File: src/rtl/fft_mdc_ctrl_if.sv
// Control bundle between the MDC FFT sequencer and its surroundings.
// The sequencer is the slave: it receives in_valid and drives all framing outputs.
interface fft_mdc_ctrl_if;
  logic       in_valid;
  logic [6:0] state_code;
  logic [3:0] rom_16_counter;
  logic [2:0] rom_8_counter;
  logic [1:0] rom_4_counter;
  logic       busy;
  logic       out_valid;
  logic       out_last;
  logic       frame_err;

  modport master (
    output in_valid,
    input  state_code,
    input  rom_16_counter,
    input  rom_8_counter,
    input  rom_4_counter,
    input  busy,
    input  out_valid,
    input  out_last,
    input  frame_err
  );

  modport slave (
    input  in_valid,
    output state_code,
    output rom_16_counter,
    output rom_8_counter,
    output rom_4_counter,
    output busy,
    output out_valid,
    output out_last,
    output frame_err
  );
endinterface

File: src/rtl/fft_mdc_ctrl.sv
// Sequencing controller for the 32-point radix-2 MDC FFT: commutator state code,
// twiddle ROM addresses and output framing through a LATENCY-deep valid/last line.
module fft_mdc_ctrl #(
  parameter int FRAME_LEN    = 16,
  parameter int LATENCY      = 32,
  parameter int ROM16_OFFSET = 0,
  parameter int ROM8_OFFSET  = 8,
  parameter int ROM4_OFFSET  = 12
) (
  input logic           clk,
  input logic           rst_n,
  fft_mdc_ctrl_if.slave bus
);

  localparam int FPW = $clog2(FRAME_LEN);
  localparam int TW  = (FPW > 4) ? FPW : 4;

  localparam logic [6:0]     LAT_M1    = 7'(LATENCY - 1);
  localparam logic [FPW-1:0] FPOS_LAST = FPW'(FRAME_LEN - 1);
  localparam logic [3:0]     R16       = 4'(ROM16_OFFSET);
  localparam logic [2:0]     R8        = 3'(ROM8_OFFSET);
  localparam logic [1:0]     R4        = 2'(ROM4_OFFSET);

  typedef enum logic [1:0] {
    IDLE,
    RUN,
    FLUSH
  } state_t;

  state_t         state_q;
  state_t         state_d;
  logic [6:0]     sc_q;
  logic [TW-1:0]  base_q;
  logic [TW-1:0]  base_eff;
  logic [TW-1:0]  t;
  logic [FPW-1:0] fpos;
  logic [6:0]     dc_q;
  logic           restart;
  logic           abort;
  logic           cur_last;
  logic [LATENCY-1:0] line_v;
  logic [LATENCY-1:0] line_l;

  // A restart cycle is frame cycle 0, so the new base is used combinationally
  // in that cycle and registered for the cycles after it.
  always_comb begin
    restart  = (state_q == FLUSH) && bus.in_valid;
    base_eff = restart ? sc_q[TW-1:0] : base_q;
    t        = (state_q == IDLE) ? '0 : (sc_q[TW-1:0] - base_eff);
    fpos     = t[FPW-1:0];
    abort    = (state_q == RUN) && !bus.in_valid && (fpos != '0);
    cur_last = bus.in_valid && (fpos == FPOS_LAST);
  end

  always_comb begin
    state_d = state_q;
    case (state_q)
      IDLE: begin
        if (bus.in_valid) state_d = RUN;
      end
      RUN: begin
        if (!bus.in_valid) state_d = FLUSH;
      end
      FLUSH: begin
        if (bus.in_valid)         state_d = RUN;
        else if (dc_q >= LAT_M1)  state_d = IDLE;
      end
      default: state_d = IDLE;
    endcase
  end

  always_ff @(posedge clk) begin
    if (!rst_n) begin
      state_q <= IDLE;
      sc_q    <= '0;
      base_q  <= '0;
      dc_q    <= '0;
    end else begin
      state_q <= state_d;
      if (state_q == IDLE) begin
        sc_q   <= bus.in_valid ? 7'd1 : '0;
        base_q <= '0;
      end else begin
        sc_q <= sc_q + 7'd1;
        if (restart) base_q <= sc_q[TW-1:0];
      end
      // Cycles since the last accepted sample; saturates so FLUSH can time out.
      if (bus.in_valid)    dc_q <= '0;
      else if (dc_q != '1) dc_q <= dc_q + 7'd1;
    end
  end

  // An abort wipes the partial frame, which after this shift sits in entries 1..fpos.
  always_ff @(posedge clk) begin
    if (!rst_n) begin
      line_v <= '0;
      line_l <= '0;
    end else begin
      line_v[0] <= bus.in_valid;
      line_l[0] <= cur_last;
      for (int unsigned i = 1; i < LATENCY; i++) begin
        if (abort && ((i - 1) < 32'(fpos))) begin
          line_v[i] <= 1'b0;
          line_l[i] <= 1'b0;
        end else begin
          line_v[i] <= line_v[i-1];
          line_l[i] <= line_l[i-1];
        end
      end
    end
  end

  assign bus.state_code     = (state_q == IDLE) ? '0 : sc_q;
  assign bus.rom_16_counter = (state_q == IDLE) ? '0 : (t[3:0] - R16);
  assign bus.rom_8_counter  = (state_q == IDLE) ? '0 : (t[2:0] - R8);
  assign bus.rom_4_counter  = (state_q == IDLE) ? '0 : (t[1:0] - R4);
  assign bus.busy           = (state_q != IDLE);
  assign bus.frame_err      = abort;
  assign bus.out_valid      = line_v[LATENCY-1];
  assign bus.out_last       = line_l[LATENCY-1];

endmodule

File: src/flat_wrapper.sv
// flat-port wrapper written by rule: the top's interface ports become plain ports
module fft_mdc_ctrl_flat 
#(
  parameter int FRAME_LEN    = 16,
  parameter int LATENCY      = 32,
  parameter int ROM16_OFFSET = 0,
  parameter int ROM8_OFFSET  = 8,
  parameter int ROM4_OFFSET  = 12
)
  (clk, rst_n, bus_in_valid, bus_state_code, bus_rom_16_counter, bus_rom_8_counter, bus_rom_4_counter, bus_busy, bus_out_valid, bus_out_last, bus_frame_err);
  fft_mdc_ctrl_if bus_i ();
  input logic clk;
  input logic rst_n;
  input wire logic [$bits(bus_i.in_valid)-1:0] bus_in_valid;
  output wire logic [$bits(bus_i.state_code)-1:0] bus_state_code;
  output wire logic [$bits(bus_i.rom_16_counter)-1:0] bus_rom_16_counter;
  output wire logic [$bits(bus_i.rom_8_counter)-1:0] bus_rom_8_counter;
  output wire logic [$bits(bus_i.rom_4_counter)-1:0] bus_rom_4_counter;
  output wire logic [$bits(bus_i.busy)-1:0] bus_busy;
  output wire logic [$bits(bus_i.out_valid)-1:0] bus_out_valid;
  output wire logic [$bits(bus_i.out_last)-1:0] bus_out_last;
  output wire logic [$bits(bus_i.frame_err)-1:0] bus_frame_err;
  assign bus_i.in_valid = bus_in_valid;
  assign bus_state_code = bus_i.state_code;
  assign bus_rom_16_counter = bus_i.rom_16_counter;
  assign bus_rom_8_counter = bus_i.rom_8_counter;
  assign bus_rom_4_counter = bus_i.rom_4_counter;
  assign bus_busy = bus_i.busy;
  assign bus_out_valid = bus_i.out_valid;
  assign bus_out_last = bus_i.out_last;
  assign bus_frame_err = bus_i.frame_err;
  fft_mdc_ctrl #(.FRAME_LEN(FRAME_LEN), .LATENCY(LATENCY), .ROM16_OFFSET(ROM16_OFFSET), .ROM8_OFFSET(ROM8_OFFSET), .ROM4_OFFSET(ROM4_OFFSET)) u_core (.clk(clk), .rst_n(rst_n), .bus(bus_i));
endmodule
File: config.mk
export PLATFORM = sky130hd
export DESIGN_NAME = fft_mdc_ctrl_flat
export DESIGN_NICKNAME = d
export VERILOG_FILES = /design/src/rtl/fft_mdc_ctrl_if.sv /design/src/rtl/fft_mdc_ctrl.sv /design/src/flat_wrapper.sv
export SDC_FILE = /design/constraint.sdc
export NUM_CORES = 1
export LEC_CHECK = 0
export CORE_UTILIZATION = 30
export CTS_CLUSTER_DIAMETER = 40
export CTS_CLUSTER_SIZE = 12
export DETAILED_ROUTE_END_ITERATION = 8
export DONT_BUFFER_PORTS = 1
export SYNTH_ARGS = -nofsm -noshare
export SYNTH_HDL_FRONTEND = slang
export SYNTH_SLANG_ARGS = --single-unit
File: constraint.sdc
create_clock -name clk -period 3.1 [get_ports clk]
set_input_delay 0.465 -clock clk [delete_from_list [all_inputs] [get_ports clk]]
set_output_delay 0.465 -clock clk [all_outputs]
set_load 0.01 [all_outputs]
-- Yosys cells after proc, flatten, opt, wreduce, memory -nomap -nowiden
Index checks and enable logic that the tools add are counted.
- $add $sub $neg: 3
- $lt $le $gt $ge: 16
- eq/ne operators: 7
- multiplexer cells: 13
- bitwise gates (word level): 1
- reduce and logical (&&, ||, !) cells: 41
- operators with widths (cell ; count):
    OR reduction 2 bit ; 17
    < comparator 4 bit (first input constant) ; 7
    logical AND 1 bit ; 19
    < comparator 3 x 4 -> 1 bit (first input constant) ; 4
    adder 7 x 1 -> 7 bit (second input constant) ; 2
    2-to-1 mux 7 bit ; 2
    2-to-1 mux 4 bit ; 3
    2-to-1 mux 2 bit ; 5
    < comparator 1 x 4 -> 1 bit (first input constant) ; 2
    < comparator 2 x 4 -> 1 bit (first input constant) ; 2
    >= comparator 7 x 5 -> 1 bit (second input constant) ; 1
    != test 7 bit (second input constant) ; 1
    case mux 2 bit (3 select lines) ; 1
    equality test 4 bit (second input constant) ; 1
    != test 2 bit (second input constant) ; 2
    nonzero test 4 bit ; 1
    subtractor 4 bit ; 1
    2-to-1 mux 3 bit ; 1
    != test 3 bit (second input constant) ; 1
    AND reduction 3 bit ; 1
    equality test 2 x 1 -> 1 bit (second input constant) ; 1
    equality test 2 bit (second input constant) ; 1
    logical NOT 2 bit ; 1
    nonzero test 2 bit ; 1
    3 further kinds ; 3
- bits in registers: 84
- input port bits: 3
- output and inout bits: 20
- logic and storage cells: 117

-- Depth between registers and ports, before layout
- depth after elaboration: 9
- gate-level depth with buffers: 11
- depth with buffers taken out: 10

-- Worst setup path after synthesis
OpenSTA, ideal clock, no wires.
- path kind: register to output
- start: register u_core.state_q[0]
- end: output bus_frame_err
- arrival: 2.221 ns
- data required time: 2.635 ns
- slack: 0.414 ns
- stages on the path, launching flop included: 10
- buffers on the path: 1
- cells stage by stage: dfxtp_1 -> buf_2 -> nand3b_1 -> o21ai_0 -> ha_1 -> inv_1 -> fa_1 -> xnor2_1 -> nand3_1 -> o21a_1
- longest elaborated chain between the ends: 7
- elaborated cells on any way between the ends: 10
- classes of those cells: add/sub (1); eq/ne (2); mux (2); reduce/logical (5)
- RTL lines (what ; line ; RTL):
    start: declaration ; fft_mdc_ctrl.sv:30 ; state_t state_q;
    start signal: assignment ; fft_mdc_ctrl.sv:79 ; state_q <= state_d;
    equality test 2 bit ; fft_mdc_ctrl.sv:47 ; restart = (state_q == FLUSH) && bus.in_valid;
    logical AND 1 bit ; fft_mdc_ctrl.sv:47 ;
    2-to-1 mux 4 bit ; fft_mdc_ctrl.sv:48 ; base_eff = restart ? sc_q[TW-1:0] : base_q;
    named net u_core.base_eff[0] ; fft_mdc_ctrl.sv:34 ; logic [TW-1:0] base_eff;
    subtractor 4 bit ; fft_mdc_ctrl.sv:49 ; t = (state_q == IDLE) ? '0 : (sc_q[TW-1:0] - base_eff);
    2-to-1 mux 4 bit ; fft_mdc_ctrl.sv:49 ;
    nonzero test 4 bit ; fft_mdc_ctrl.sv:51 ; abort = (state_q == RUN) && !bus.in_valid && (fpos != '0);
    logical AND 1 bit ; fft_mdc_ctrl.sv:51 ;
    end: declaration ; flat_wrapper.sv:22 ; output wire logic [$bits(bus_i.frame_err)-1:0] bus_frame_err;
The timed path passes the listed nets, and every way through them passes these cells.

-- Worst setup path in the final report
- start: register u_core.state_q[0]
- end: output bus_rom_16_counter[1]
- longest elaborated chain between the ends: 6
- elaborated cells on any way between the ends: 7
- classes of those cells: add/sub (1); eq/ne (1); mux (3); reduce/logical (2)
- RTL lines (what ; line ; RTL):
    equality test 2 bit ; fft_mdc_ctrl.sv:47 ;
    logical AND 1 bit ; fft_mdc_ctrl.sv:47 ;
    2-to-1 mux 4 bit ; fft_mdc_ctrl.sv:48 ;
    subtractor 4 bit ; fft_mdc_ctrl.sv:49 ;
    2-to-1 mux 4 bit ; fft_mdc_ctrl.sv:49 ;
    2-to-1 mux 4 bit (*) ; fft_mdc_ctrl.sv:114 ; assign bus.rom_16_counter = (state_q == IDLE) ? '0 : (t[3:0] - R16);
    end: declaration ; flat_wrapper.sv:16 ; output wire logic [$bits(bus_i.rom_16_counter)-1:0] bus_rom_16_counter;
Mark *: on every way between the ends. The rest lies on a longest branch, timed or not.

==> out/metrics.yaml <==
status:
  status: "finished clean"
hold_path:
  holdCritStartpoint: "rst_n"
  min_path_type: "in2reg"
  hold_depth: 2
logic_synthesis:
  synth_top_area_share_pct: 55.7
  synth_cell_types: 48
  avgSynthCellArea_um2: 10.3
  postSynthNetCount: 303
  synth_ff_type: "dfxtp_1"
  ys_ff_latch: 84
  synth_edf_count: 0
  yosysTopAreaCell: "dfxtp_1"
  syn_area_um2: 3020
  synthArstFlopShare_pct: 0
  syn_inst: 294
  synthTopCellsByArea: "dfxtp_1, and2_1, and3_1"
  synth-seq-area-share_pct: 55.7
  yosysWarnings: 0
worst_setup_path:
  cpLargestDelayFamily: "buffers and inverters"
  crit_buf_inv: 3
  start_kind: "register"
  crit_path_top_delay_cell: "fa_2"
  path_max_fanout: 10
  cp.required_ps: 2630
  cp_common_cell: "buf_4"
  crit_cells: 7
  crit_path_end_kind: "output port"
  reg2reg_setup_slack_ps: 300
  startpoint: "u_core.state_q[0]$_SDFFE_PN0P_"
  reg2regPathDepth: 9
  path_cells: "nand3b_1, buf_4, mux2i_1, buf_4, fa_2, o21ai_0, inv_2"
  slowest_delay_ps: 590
  reg2reg_from: "u_core.state_q[0]$_SDFFE_PN0P_"
  critPathArrivalTime_ps: 2550
  r2r_end: "u_core.line_l[0]$_SDFF_PN0_"
  endpoint: "bus_rom_16_counter[1]"
  criticalPathCategory: "reg2out"
global_route:
  grt_pass1_wl_um: 8690
  grt_usage_pct: 11.0
  antenna_found_initial: 0
  grt_overflow: 0
  grt_pass1_vias: 1841
  grt_max_degree: 58
timing:
  final_hold_viol_count: 0
  max-slew-margin-rel_pct: 61.0
  rsz0062_at_grt: "false"
  period_share_pct: 97.1
  finalSetupTns_ps: 0
  drv_slew: 0
  finalCriticalPeriod_ps: 3010
  skew_ps: 5.45
  tightest_slew_ps: 583
  fmax_ghz: 0.332
  setup_viol: 0
die:
  dieWidth_um: 102
  start_util_pct: 30.9
  die_h_um: 102
  core_um2: 9770
  die_area_um2: 10500
  rows: 36
  ios: 23
drt:
  routed_wl_um: 5300
  wl_per_cell_um: 12.1
  first_iter_violations: 133
  postRouteAntennaNets: 0
  dr.pass1.iters: 5
  drt_drc_violations_left: 0
  via_count: 1992
  viasPerCell: 4.55
power_and_ir_drop:
  p_sw_mw: 0.471
  intPower_mw: 1.50
  peakVddDrop_v: 0.000273
  p_comb_share_pct: 3.6
  leakagePower_nw: 1.37
  seqPwrFrac_pct: 55.6
  p_clk_share_pct: 40.8
  powerDensity_nw_per_um2: 574
  swShare_pct: 23.9
finish:
  final_cell_mix: "dfxtp_1, and2_1, nand2_1, nor2_1, and3_1"
  nets: 309
  diodes: 0
  area_growth_pct: 13.5
  final_common_cell: "dfxtp_1"
  n_fill_cell: 997
  utilization_pct: 35.1
  drive_gt1_share_pct: 16.4
cts:
  cts.sinks: 84
  cts-root-buf: "clkbuf_8"
  clock_latency_ps: 350
  clk_pin_slew_ps: 90
  cts_tree: "yes"
  cts_buffer_depth: 2
  cts-hold-fix-buffers: 0
  htree_num_levels: 3
  numCtsBuffers: 9
place:
  gp_congestion: 0.773
  io_buffers: 0
  hpwl_um: 3440
job:
  maxCapViolCount: 0
[cell type report]
cell class / count / area [um^2] / share of cell area (%)
sequential: 84 / 1690 / 49.2
multi-input combinational: 188 / 1270 / 37.1
tap: 133 / 166 / 4.85
clock buffer: 9 / 124 / 3.61
clock inverter: 7 / 81.3 / 2.37
timing repair buffer: 9 / 67.6 / 1.97
inverter: 8 / 30.0 / 0.876
[power by group through the flow]
stage	Combinational [mW]	Sequential [mW]	Clock, mW
after floorplan	0.0620	1.12	0
after global placement	0.0638	1.12	0
after detailed placement	0.0637	1.12	0
after CTS	0.0686	1.09	0.832
after global routing	0.0786	1.10	0.883
final	0.0709	1.09	0.803
[logic make-up after synthesis]
group	count (synthesis)	synth area share [%]
simple gates	124	22.8
xor+xnor	11	3.69
flops	84	55.7
compound gates	44	10.4
buf+inv	22	3.69
fa+ha+maj	6	2.73
mux	3	0.994
[worst min path at each step]
| stage | to | slack [ps] |
|---|---|---|
| 2_1_floorplan | u_core.line_l[8]$_SDFF_PP0_ | 410 |
| 3_3_place_gp | u_core.line_l[11]$_SDFF_PP0_ | 410 |
| 3_5_place_dp | u_core.line_v[15]$_SDFF_PP0_ | 410 |
| 4_1_cts | u_core.line_v[15]$_SDFF_PP0_ | 200 |
| 5_1_grt | u_core.line_v[15]$_SDFF_PP0_ | 200 |
| 6_report | u_core.line_v[15]$_SDFF_PP0_ | 240 |
[metal layers]
metal / vias up / part of all wire [%] / track usage [%]
li1: 1001 / - / -
met1: 937 / 48 / 14.0
met2: 45 / 45 / 16.5
met3: 9 / 5.6 / 4.45
met4: 0 / 1.5 / 4.51
met5: - / 0 / 0
[registers in the layout, summed over array words and instances, names as in the netlist]
name	count
u_core.dc_q	7
u_core.line_l	32
u_core.base_q	4
u_core.line_v	32
u_core.sc_q	7
u_core.state_q	2
[per-stage QoR]
step	hold WS [ps]	setup WS, ps	power [mW]	area (um^2)	instances
global route	200	3.65	2.06	3430	438
finish	241	88.8	1.97	3430	438
global placement	410	323	1.18	3140	417
CTS	204	33.6	2.00	3370	436
floorplan	406	414	1.18	3020	294
detailed placement	412	251	1.18	3140	417
[cell usage after synthesis, drive strengths merged, types with 2 or more instances]
cell type / n
nor2: 21
nand3b: 2
nand3: 13
and2: 42
nand4: 2
mux2i: 3
o21ai: 9
and3: 17
dfxtp: 84
ha: 5
clkbuf: 6
o311a: 2
buf: 8
a21o: 3
a41oi: 2
xor2: 5
nor2b: 2
a21oi: 13
a31oi: 5
o31ai: 2
o21a: 2
a211oi: 2
nand2: 20
inv: 7
xnor2: 6
[timing repair]
item,4_1_cts,5_1_grt
setup endpoints to repair,7,7
resized for setup,4,11
buffers inserted,3,2
pin swaps,2,1
(Power assumes the default switching activity.)
